### config.mk
export PLATFORM = sky130hd
export DESIGN_NAME = draw_projectile_dog_flat
export DESIGN_NICKNAME = d
export VERILOG_FILES = /design/src/rtl/proj_pkg.sv /design/src/rtl/vga_if.sv /design/src/rtl/proj_kinematics.sv /design/src/rtl/draw_projectile_dog.sv /design/src/flat_wrapper.sv
export SDC_FILE = /design/constraint.sdc
export NUM_CORES = 1
export LEC_CHECK = 0
export CAP_MARGIN = 10
export CORE_MARGIN = 2
export CORE_UTILIZATION = 50
export DETAILED_ROUTE_END_ITERATION = 10
export HOLD_SLACK_MARGIN = 0.03
export PLACE_DENSITY = 0.76
export SYNTH_ARGS = -nofsm -noshare
export SYNTH_HDL_FRONTEND = slang
export SYNTH_SLANG_ARGS = --single-unit
export TNS_END_PERCENT = 10
### constraint.sdc
create_clock -name clk -period 6.71 [get_ports clk]
set_input_delay 2.013 -clock clk [delete_from_list [all_inputs] [get_ports clk]]
set_output_delay 2.013 -clock clk [all_outputs]
set_load 0.02 [all_outputs]
### src/rtl/proj_pkg.sv
// Shared types and default physics constants for the dog's projectile.
package proj_pkg;

    typedef enum logic [1:0] {
        IDLE   = 2'd0,
        FLIGHT = 2'd1,
        LANDED = 2'd2
    } proj_state_t;

    // Screen coordinate; negative y means the sprite is above the visible area.
    typedef logic signed [11:0] coord_t;

    localparam int          P_X_LAUNCH    = 876;
    localparam int          P_Y_LAUNCH    = 380;
    localparam int          P_GROUND_Y    = 560;
    localparam int          P_X_MIN       = 0;
    localparam int          P_VX_SHIFT    = 2;
    localparam int          P_VY0         = 12;
    localparam int          P_GRAVITY     = 1;
    localparam int          P_PROJ_SIZE   = 16;
    localparam logic [11:0] P_PROJ_COLOR  = 12'h840;
    localparam int          P_HOLD_FRAMES = 30;

endpackage

### src/rtl/vga_if.sv
// VGA pixel stream bundle: timing counters, syncs, blanking and colour.
interface vga_if;
    logic [10:0] hcount;
    logic [10:0] vcount;
    logic        hsync;
    logic        vsync;
    logic        hblnk;
    logic        vblnk;
    logic [11:0] rgb;

    modport vga_in  (input  hcount, vcount, hsync, vsync, hblnk, vblnk, rgb);
    modport vga_out (output hcount, vcount, hsync, vsync, hblnk, vblnk, rgb);
endinterface

### src/rtl/proj_kinematics.sv
// Per-frame ballistic update of the projectile position, with ground and
// left-wall clamping. Reports a landing combinationally on the stepping cycle.
module proj_kinematics
    import proj_pkg::*;
#(
    parameter int X_LAUNCH = P_X_LAUNCH,
    parameter int Y_LAUNCH = P_Y_LAUNCH,
    parameter int GROUND_Y = P_GROUND_Y,
    parameter int X_MIN    = P_X_MIN,
    parameter int VY0      = P_VY0,
    parameter int GRAVITY  = P_GRAVITY
) (
    input  logic       clk,
    input  logic       rst_n,
    input  logic       i_load,
    input  logic       i_step,
    input  logic [7:0] i_vx,
    output coord_t     o_x,
    output coord_t     o_y,
    output logic       o_landed,
    output coord_t     o_land_x
);

    localparam coord_t C_X_LAUNCH = coord_t'(X_LAUNCH);
    localparam coord_t C_Y_LAUNCH = coord_t'(Y_LAUNCH);
    localparam coord_t C_GROUND   = coord_t'(GROUND_Y);
    localparam coord_t C_X_MIN    = coord_t'(X_MIN);
    localparam coord_t C_VY_START = coord_t'(-VY0);
    localparam coord_t C_GRAVITY  = coord_t'(GRAVITY);

    coord_t     r_x;
    coord_t     r_y;
    coord_t     r_vy;
    logic [7:0] r_vx;

    coord_t     w_nx;
    coord_t     w_ny;
    coord_t     w_fx;
    coord_t     w_fy;
    logic       w_ground;
    logic       w_wall;

    // Candidate next position and the clamped landing position; ground wins over the wall.
    always_comb begin
        w_nx     = r_x - coord_t'({4'b0000, r_vx});
        w_ny     = r_y + r_vy;
        w_ground = (w_ny >= C_GROUND);
        w_wall   = (w_nx <= C_X_MIN);
        w_fx     = w_nx;
        w_fy     = w_ny;
        if (w_ground) begin
            w_fx = (w_nx < C_X_MIN) ? C_X_MIN : w_nx;
            w_fy = C_GROUND;
        end else if (w_wall) begin
            w_fx = C_X_MIN;
        end
    end

    // Load launch state, or advance one frame; clamped values double as the unclamped step.
    always_ff @(posedge clk) begin
        if (!rst_n) begin
            r_x  <= '0;
            r_y  <= '0;
            r_vy <= '0;
            r_vx <= '0;
        end else if (i_load) begin
            r_x  <= C_X_LAUNCH;
            r_y  <= C_Y_LAUNCH;
            r_vy <= C_VY_START;
            r_vx <= i_vx;
        end else if (i_step) begin
            r_x  <= w_fx;
            r_y  <= w_fy;
            r_vy <= r_vy + C_GRAVITY;
        end
    end

    assign o_x      = r_x;
    assign o_y      = r_y;
    assign o_landed = i_step & (w_ground | w_wall);
    assign o_land_x = w_fx;

endmodule

### src/rtl/draw_projectile_dog.sv
// Dog projectile stage of the VGA draw chain: launch/flight/hold FSM, frame
// tick detection, square sprite overlay and a one-cycle output register stage.
module draw_projectile_dog
    import proj_pkg::*;
#(
    parameter int          X_LAUNCH    = P_X_LAUNCH,
    parameter int          Y_LAUNCH    = P_Y_LAUNCH,
    parameter int          GROUND_Y    = P_GROUND_Y,
    parameter int          X_MIN       = P_X_MIN,
    parameter int          VX_SHIFT    = P_VX_SHIFT,
    parameter int          VY0         = P_VY0,
    parameter int          GRAVITY     = P_GRAVITY,
    parameter int          PROJ_SIZE   = P_PROJ_SIZE,
    parameter logic [11:0] PROJ_COLOR  = P_PROJ_COLOR,
    parameter int          HOLD_FRAMES = P_HOLD_FRAMES
) (
    input  logic        clk,
    input  logic        rst_n,
    input  logic        launch,
    input  logic [9:0]  throw_force,
    output logic        busy,
    output logic        done,
    output logic [10:0] land_x,
    vga_if.vga_in       vga_in,
    vga_if.vga_out      vga_out
);

    localparam logic [7:0] C_HOLD_LAST = 8'(HOLD_FRAMES - 1);

    proj_state_t r_state;
    logic        r_busy;
    logic        r_done;
    logic [10:0] r_land_x;
    logic [7:0]  r_hold;
    logic        r_vblnk_prev;

    logic [10:0] r_hcount;
    logic [10:0] r_vcount;
    logic        r_hsync;
    logic        r_vsync;
    logic        r_hblnk;
    logic        r_vblnk;
    logic [11:0] r_rgb;

    logic        w_tick;
    logic        w_load;
    logic        w_step;
    logic [7:0]  w_vx;
    coord_t      w_x;
    coord_t      w_y;
    logic        w_landed;
    coord_t      w_land_x;
    logic        w_active;

    logic signed [12:0] w_h;
    logic signed [12:0] w_v;
    logic signed [12:0] w_x13;
    logic signed [12:0] w_y13;

    assign w_tick = vga_in.vblnk & ~r_vblnk_prev;
    assign w_load = (r_state == IDLE) & launch & (|throw_force);
    assign w_step = w_tick & (r_state == FLIGHT);
    assign w_vx   = 8'(throw_force >> VX_SHIFT);

    proj_kinematics #(
        .X_LAUNCH (X_LAUNCH),
        .Y_LAUNCH (Y_LAUNCH),
        .GROUND_Y (GROUND_Y),
        .X_MIN    (X_MIN),
        .VY0      (VY0),
        .GRAVITY  (GRAVITY)
    ) u_kin (
        .clk      (clk),
        .rst_n    (rst_n),
        .i_load   (w_load),
        .i_step   (w_step),
        .i_vx     (w_vx),
        .o_x      (w_x),
        .o_y      (w_y),
        .o_landed (w_landed),
        .o_land_x (w_land_x)
    );

    // Remember last vblnk so its rising edge marks exactly one tick per frame.
    always_ff @(posedge clk) begin
        if (!rst_n) begin
            r_vblnk_prev <= 1'b0;
        end else begin
            r_vblnk_prev <= vga_in.vblnk;
        end
    end

    // Throw lifecycle: accept a launch, fly until landing, hold the sprite, return to idle.
    always_ff @(posedge clk) begin
        if (!rst_n) begin
            r_state  <= IDLE;
            r_busy   <= 1'b0;
            r_done   <= 1'b0;
            r_land_x <= '0;
            r_hold   <= '0;
        end else begin
            r_done <= 1'b0;
            case (r_state)
                IDLE: begin
                    if (w_load) begin
                        r_state <= FLIGHT;
                        r_busy  <= 1'b1;
                    end
                end
                FLIGHT: begin
                    if (w_landed) begin
                        r_state  <= LANDED;
                        r_done   <= 1'b1;
                        r_land_x <= 11'(w_land_x);
                        r_hold   <= '0;
                    end
                end
                LANDED: begin
                    if (w_tick) begin
                        if (r_hold == C_HOLD_LAST) begin
                            r_state <= IDLE;
                            r_busy  <= 1'b0;
                        end else begin
                            r_hold <= r_hold + 8'd1;
                        end
                    end
                end
                default: begin
                    r_state <= IDLE;
                    r_busy  <= 1'b0;
                end
            endcase
        end
    end

    // Sprite hit test in signed space so a sprite partly above the screen still clips correctly.
    always_comb begin
        w_h      = $signed({2'b00, vga_in.hcount});
        w_v      = $signed({2'b00, vga_in.vcount});
        w_x13    = {w_x[11], w_x};
        w_y13    = {w_y[11], w_y};
        w_active = (r_state != IDLE)
                 & (w_h >= w_x13) & (w_h < w_x13 + 13'(PROJ_SIZE))
                 & (w_v >= w_y13) & (w_v < w_y13 + 13'(PROJ_SIZE))
                 & ~vga_in.hblnk & ~vga_in.vblnk;
    end

    // One-cycle output register stage with the sprite colour overlaid.
    always_ff @(posedge clk) begin
        if (!rst_n) begin
            r_hcount <= '0;
            r_vcount <= '0;
            r_hsync  <= 1'b0;
            r_vsync  <= 1'b0;
            r_hblnk  <= 1'b0;
            r_vblnk  <= 1'b0;
            r_rgb    <= '0;
        end else begin
            r_hcount <= vga_in.hcount;
            r_vcount <= vga_in.vcount;
            r_hsync  <= vga_in.hsync;
            r_vsync  <= vga_in.vsync;
            r_hblnk  <= vga_in.hblnk;
            r_vblnk  <= vga_in.vblnk;
            r_rgb    <= w_active ? PROJ_COLOR : vga_in.rgb;
        end
    end

    assign vga_out.hcount = r_hcount;
    assign vga_out.vcount = r_vcount;
    assign vga_out.hsync  = r_hsync;
    assign vga_out.vsync  = r_vsync;
    assign vga_out.hblnk  = r_hblnk;
    assign vga_out.vblnk  = r_vblnk;
    assign vga_out.rgb    = r_rgb;

    assign busy   = r_busy;
    assign done   = r_done;
    assign land_x = r_land_x;

endmodule

### src/flat_wrapper.sv
// flat-port wrapper written by rule: the top's interface ports become plain ports
module draw_projectile_dog_flat import proj_pkg::*;
#(
    parameter int          X_LAUNCH    = P_X_LAUNCH,
    parameter int          Y_LAUNCH    = P_Y_LAUNCH,
    parameter int          GROUND_Y    = P_GROUND_Y,
    parameter int          X_MIN       = P_X_MIN,
    parameter int          VX_SHIFT    = P_VX_SHIFT,
    parameter int          VY0         = P_VY0,
    parameter int          GRAVITY     = P_GRAVITY,
    parameter int          PROJ_SIZE   = P_PROJ_SIZE,
    parameter logic [11:0] PROJ_COLOR  = P_PROJ_COLOR,
    parameter int          HOLD_FRAMES = P_HOLD_FRAMES
)
  (clk, rst_n, launch, throw_force, busy, done, land_x, vga_in_hcount, vga_in_vcount, vga_in_hsync, vga_in_vsync, vga_in_hblnk, vga_in_vblnk, vga_in_rgb, vga_out_hcount, vga_out_vcount, vga_out_hsync, vga_out_vsync, vga_out_hblnk, vga_out_vblnk, vga_out_rgb);
  vga_if vga_in_i ();
  vga_if vga_out_i ();
  input  logic clk;
  input  logic rst_n;
  input  logic launch;
  input  logic [9:0] throw_force;
  output logic busy;
  output logic done;
  output logic [10:0] land_x;
  input wire logic [$bits(vga_in_i.hcount)-1:0] vga_in_hcount;
  input wire logic [$bits(vga_in_i.vcount)-1:0] vga_in_vcount;
  input wire logic [$bits(vga_in_i.hsync)-1:0] vga_in_hsync;
  input wire logic [$bits(vga_in_i.vsync)-1:0] vga_in_vsync;
  input wire logic [$bits(vga_in_i.hblnk)-1:0] vga_in_hblnk;
  input wire logic [$bits(vga_in_i.vblnk)-1:0] vga_in_vblnk;
  input wire logic [$bits(vga_in_i.rgb)-1:0] vga_in_rgb;
  output wire logic [$bits(vga_out_i.hcount)-1:0] vga_out_hcount;
  output wire logic [$bits(vga_out_i.vcount)-1:0] vga_out_vcount;
  output wire logic [$bits(vga_out_i.hsync)-1:0] vga_out_hsync;
  output wire logic [$bits(vga_out_i.vsync)-1:0] vga_out_vsync;
  output wire logic [$bits(vga_out_i.hblnk)-1:0] vga_out_hblnk;
  output wire logic [$bits(vga_out_i.vblnk)-1:0] vga_out_vblnk;
  output wire logic [$bits(vga_out_i.rgb)-1:0] vga_out_rgb;
  assign vga_in_i.hcount = vga_in_hcount;
  assign vga_in_i.vcount = vga_in_vcount;
  assign vga_in_i.hsync = vga_in_hsync;
  assign vga_in_i.vsync = vga_in_vsync;
  assign vga_in_i.hblnk = vga_in_hblnk;
  assign vga_in_i.vblnk = vga_in_vblnk;
  assign vga_in_i.rgb = vga_in_rgb;
  assign vga_out_hcount = vga_out_i.hcount;
  assign vga_out_vcount = vga_out_i.vcount;
  assign vga_out_hsync = vga_out_i.hsync;
  assign vga_out_vsync = vga_out_i.vsync;
  assign vga_out_hblnk = vga_out_i.hblnk;
  assign vga_out_vblnk = vga_out_i.vblnk;
  assign vga_out_rgb = vga_out_i.rgb;
  draw_projectile_dog #(.X_LAUNCH(X_LAUNCH), .Y_LAUNCH(Y_LAUNCH), .GROUND_Y(GROUND_Y), .X_MIN(X_MIN), .VX_SHIFT(VX_SHIFT), .VY0(VY0), .GRAVITY(GRAVITY), .PROJ_SIZE(PROJ_SIZE), .PROJ_COLOR(PROJ_COLOR), .HOLD_FRAMES(HOLD_FRAMES)) u_core (.clk(clk), .rst_n(rst_n), .launch(launch), .throw_force(throw_force), .busy(busy), .done(done), .land_x(land_x), .vga_in(vga_in_i), .vga_out(vga_out_i));
endmodule
# After elaboration in Yosys (flattened, before gate mapping)
# Index checks and enable logic that the tools add are counted.
[word_totals]
reg_bits = 105
latchBits = 0
mem_bits_rw = 0
rom_bits = 0
inputBits = 51
memories = 0
[op_classes]
n_addsub = 6
multipliers = 0
div = 0
order_cmp = 7
n_eq_ne = 8
n_shift = 0
n_mux = 25
bitwise_logic = 17
reduce_logical = 12
[ops]
columns = ["cell", "n"]
rows = [
  ["$mux W12", 7],
  ["$add A12 B6 Y13 const B", 2],
  ["$lt A12 B13 Y1", 2],
  ["$ge A12 B12 Y1", 2],
  ["$mux W8", 3],
  ["$mux W10", 2],
  ["$mux W9", 2],
  ["$pmux W8 S2", 1],
  ["$add A12 B12 Y12", 1],
  ["$add A12 B2 Y12 const B", 1],
  ["$ge A12 B11 Y1 const B", 1],
  ["$le A12 B1 Y1 const B", 1],
  ["$lt A12 B1 Y1 const B", 1],
  ["$reduce_and A4 Y1", 3],
  ["$sub A12 B9 Y12", 1],
  ["$and A1 B1 Y1", 11],
  ["$reduce_or A10 Y1", 1],
  ["$add A8 B1 Y8 const B", 1],
  ["$eq A8 B5 Y1 const B", 1],
  ["$mux W2", 4],
  ["$ne A2 B2 Y1 const B", 3],
  ["$pmux W2 S3", 1],
  ["$reduce_bool A2 Y1", 3],
  ["$not A1 Y1", 5],
  ["9 further kinds", 15],
]

# Depth between registers and ports, before layout
[depth]
word_depth = 8
ltp_mapped = 13
mapped_depth_nobuf = 12

# By module
# A second synthesis with hierarchy kept.
[hier_totals]
hier_cells = 719
area_unflattened_um2 = 6108.4
[by_module_without_submodules]
columns = ["module", "instances", "cells_each", "area_each_um2", "seq_area_each_um2"]
rows = [
  ["draw_projectile_dog", 1, 370, 3250.6, 1221.2],
  ["proj_kinematics", 1, 349, 2857.7, 880.8],
]

# Worst setup path before layout
# No wires, ideal clock.
[synth_path]
path_kind = "in2reg"
start = "in vga_in_hcount[1]"
end = "reg u_core.r_rgb[0], in the netlist u_core.vga_out.rgb[0]"
setup_ns = 0.060
t_arrival_ns = 3.755
required_ns = 6.650
slack_ns = 2.895
stages = 9
n_path_buf = 0
path_cell_list = "ha_1 > nor2b_1 > o21a_1 > o21a_1 > o31a_1 > o21ai_0 > a221oi_1 > a31oi_1 > and2_1"
[synth_via]
elab_chain_len = 8
word_cells_on_any_way = 9
cone_classes = "order compare (2); bitwise (6); reduce/logical (1)"
[synth_lines]
columns = ["item", "line", "source"]
rows = [
  ["from (decl)", "flat_wrapper.sv:25", "input wire logic [$bits(vga_in_i.hcount)-1:0] vga_in_hcount;"],
  ["$ge A12 B12 Y1", "draw_projectile_dog.sv:143", "& (w_h >= w_x13) & (w_h < w_x13 + 13'(PROJ_SIZE))"],
  ["$and A1 B1 Y1", "draw_projectile_dog.sv:143", ""],
  ["$and A1 B1 Y1 (*)", "draw_projectile_dog.sv:143", ""],
  ["$and A1 B1 Y1 (*) (2 in series)", "draw_projectile_dog.sv:144", "& (w_v >= w_y13) & (w_v < w_y13 + 13'(PROJ_SIZE))"],
  ["$and A1 B1 Y1 (*) (2 in series)", "draw_projectile_dog.sv:145", "& ~vga_in.hblnk & ~vga_in.vblnk;"],
  ["$reduce_or A2 Y1 (no line) (*)", "--", ""],
  ["to (signal assigned)", "draw_projectile_dog.sv:165", "r_rgb <= w_active ? PROJ_COLOR : vga_in.rgb;"],
  ["to (decl)", "draw_projectile_dog.sv:43", "logic [11:0] r_rgb;"],
]
# Mark *: on every way between the ends. The rest lies on a longest branch, timed or not.
# A chain may end at the register's enable or synchronous reset.

# Final worst setup path
[layout_path]
start = "in vga_in_hcount[1]"
end = "reg u_core.r_rgb[9], in the netlist u_core.vga_out.rgb[9]"
# The elaborated chain is that of the path after synthesis.

==> summary.txt <==
CP Depth -> 10
Via count -> 5,615
Largest net degree at the start of global routing -> 35
CP max FO -> 10
Min-Delay Path Class -> reg -> reg
Startpoint types -> input pin
Mapped Cells -> 720
Critical Path AT -> 4.67 ns
Reg2Reg Setup Slack -> 2.87 ns
Setup bufs post-CTS -> 0
Nets@finish -> 925
Max Root-Sink Buffers -> 2
Top delay family on crit path -> compound AO/OA/AOI/OAI gates
Clock-pin slew of the registers on the worst-case setup and hold paths -> 0.07 ns
Met3 WL -> 868 um
Status -> complete, no violations
P_leak -> 0.00286 uW
First-pass GRT wire length -> 26,100 um
Synth area leader -> dfxtp_1
Synth Register Bits -> 105
Worst Path Buf+Inv -> 1
DRC Markers -> 0
CP Capture Point -> u_core.vga_out.rgb[9]$_SDFF_PP0_
Mapped Area -> 6040 um^2
Starting Density -> 50.7%
Worst EP required -> 7.01 ns
Syn avg cell area -> 8.39 um^2
HPWL Detailed -> 12,400 um
Slew Limit Headroom -> 41.0%
Synth area leaders -> dfxtp_1 35%, ha_1 12%, xnor2_1 4.5%
Synth cell types -> 63
Wl on met1 -> 7090 um
Die Span Y -> 114 um
Peak VDD IR -> 0.166 mV
Reg2reg end -> u_core.land_x[2]$_SDFFE_PN0P_
Drt first pass iters -> 5
Crit path time final -> 4.38 ns
Net Count, Synth -> 833
Sink Count -> 105
Final WS setup -> 2.33 ns
Biggest cell delay along the critical path -> 0.50 ns
Std-Cell Rows -> 40
Slowest stage cell, crit path -> a31oi_1
TritonCTS clock tree -> yes
Synth warn -> 0
GR Overflow Total -> 0
Async SR Flop Fraction -> 0%
Setup CP Type -> in -> reg
Synth Flop Type -> dfxtp_1
Port Buffers -> 101
Share of the yosys chip area belonging to registers -> 34.8%
Share of the synthesized area in the top cell type -> 34.8%
Hold Buf Count CTS -> 0
Iter 0 DRT Violations -> 342
CP startpoint -> vga_in_hcount[1]
Number of buffers created by CTS -> 9
WL/cell -> 16.7 um
Worst slew pin tran -> 0.882 ns
Final hold violation count -> 0
Worst reg2reg startpoint -> u_core.u_kin.r_vy[0]$_SDFFE_PP0P_
P per Cell Area -> 238 nW/um^2
Share of layout cells above drive strength 1 -> 4.28%
Max Cap Viol -> 0
Die width -> 114 um
Synth top cells by count -> 105 x dfxtp_1, 60 x ha_1, 59 x nand2_1
Achievable Freq -> 0.229 GHz
Vias per inst -> 5.82
PostCTS Resize Cnt -> 0
Post-synth EDFFs -> 0
GRT Total Usage -> 25.1%
CORE AREA -> 11,900 um^2
RePlAce Congestion -> 0.892
Period Utilization, post-route -> 65.2%
Max H-tree Level -> 3
Max Used Layer -> met4
Most frequent cell after synthesis -> dfxtp_1
Max Clock Skew -> 0.00565 ns
Clock root buffer -> clkbuf_16
Ant. Diodes -> 0
Pre-CTS setup slack -> 2.05 ns
CP cell instances -> clkdlybuf4s50_1, ha_1, nor2b_1, o21a_1, o21a_1, o31a_1, o21ai_0, a221oi_1, a31oi_1, and2_1
RSZ-0062 raised after global routing -> no
Initial antenna violation count -> 0
IO Count -> 102
CP endpoint kind -> flop
Number of global-route vias before repair -> 5,500
R2R depth -> 11
Die area -> 13,000 um^2
Slew Limit Fails -> 0
Setup TNS -> 0 ns
Final ANT Viol Nets -> 0
Crit path top cell by count -> o21a_1
Routed WL -> 16,100 um
Hold depth -> 2
Metal2 WL -> 7880 um
Setup violators final -> 0
P&R area growth vs syn -> 23.3%
Clock Latency Late Sink -> 0.36 ns
[worst register-to-register path: cells and delay by family, from the launching register on]
family / cells / cell delay [ns]
AOI/OAI and AO/OA: 5 / 1.63
and+or+nand+nor: 2 / 0.58
adders and majority gates: 2 / 0.66
muxes: 1 / 0.40
buffers and inverters: 1 / 0.08
DFF: 1 / 0.41
[stage by stage]
stage	util [%]	std cells	hold WS (ns)	area (um^2)	power, uW
finish	62.6	964	0.458	7450	1770
global route	62.6	964	0.471	7450	1870
CTS	62.6	964	0.462	7450	1780
detailed placement	60.2	948	0.453	7170	1270
global placement	60.2	948	0.445	7170	1250
floorplan	-	720	0.436	6040	1090
[flip-flops by register name, summed over array words and instances (netlist names), 2 cells and up]
signal                 cells
u_core.r_state             2
u_core.vga_out.vcount     11
u_core.u_kin.r_vx          8
u_core.u_kin.o_x          12
u_core.u_kin.o_y          12
u_core.u_kin.r_vy         12
u_core.r_hold              8
u_core.vga_out.rgb        12
u_core.vga_out.hcount     11
u_core.land_x             11
[worst min path at each step]
stage	startpoint	endpoint
floorplan	u_core.u_kin.r_vx[1]$_SDFFE_PN0P_	u_core.u_kin.r_vx[1]$_SDFFE_PN0P_
global placement	u_core.u_kin.r_vx[1]$_SDFFE_PN0P_	u_core.u_kin.r_vx[1]$_SDFFE_PN0P_
detailed placement	u_core.u_kin.r_vx[2]$_SDFFE_PN0P_	u_core.u_kin.r_vx[2]$_SDFFE_PN0P_
CTS	u_core.u_kin.r_vx[2]$_SDFFE_PN0P_	u_core.u_kin.r_vx[2]$_SDFFE_PN0P_
global route	u_core.u_kin.r_vx[3]$_SDFFE_PN0P_	u_core.u_kin.r_vx[3]$_SDFFE_PN0P_
finish	u_core.u_kin.r_vx[2]$_SDFFE_PN0P_	u_core.u_kin.r_vx[2]$_SDFFE_PN0P_
[kinds of logic after synthesis]
group / count (synthesis) / synth area share (%)
flip-flops: 105 / 34.8
adder cells (fa/ha/maj): 62 / 13.1
buffers and inverters: 76 / 4.87
multiplexers: 4 / 0.683
XOR/XNOR: 38 / 5.51
AO/OA/AOI/OAI: 183 / 20.5
AND/OR/NAND/NOR: 252 / 20.6
[power breakdown]
part	total (uW)	internal (uW)	switching, uW
Combinational	562	235	328
Clock	508	263	246
Sequential	703	665	38.5
[cell usage in the layout (no fill, tap or decap), drive strengths merged, types with 6 or more instances in the layout]
cell	count
nand4	11
nor3	21
a31oi	8
nor2b	11
nand2b	6
clkbuf	10
o21ai	34
inv	51
and2	37
xor2	7
a311oi	7
or3	7
xnor2	31
ha	60
nand2	60
nand3	30
clkdlybuf4s50	101
nor2	51
o22ai	11
a21oi	53
o21a	13
dfxtp	105
a21o	10
a211oi	6
[metal layers]
layer / global-route usage [%] / vias to the layer above
met5: 0 / -
met3: 3.45 / 26
met1: 31.6 / 2649
met4: 8.37 / 0
met2: 44.1 / 193
li1: - / 2747
[layout make-up]
type / count / area (um^2)
fillers: 1033 / 4460
multi-input cells: 539 / 3650
flip-flops and latches: 105 / 2100
repair buffers: 105 / 1040
clock buffers: 10 / 239
inverters: 52 / 195
well taps: 147 / 184
clock inverters: 6 / 42.5
No activity file was read; power rests on OpenSTA's default activity.
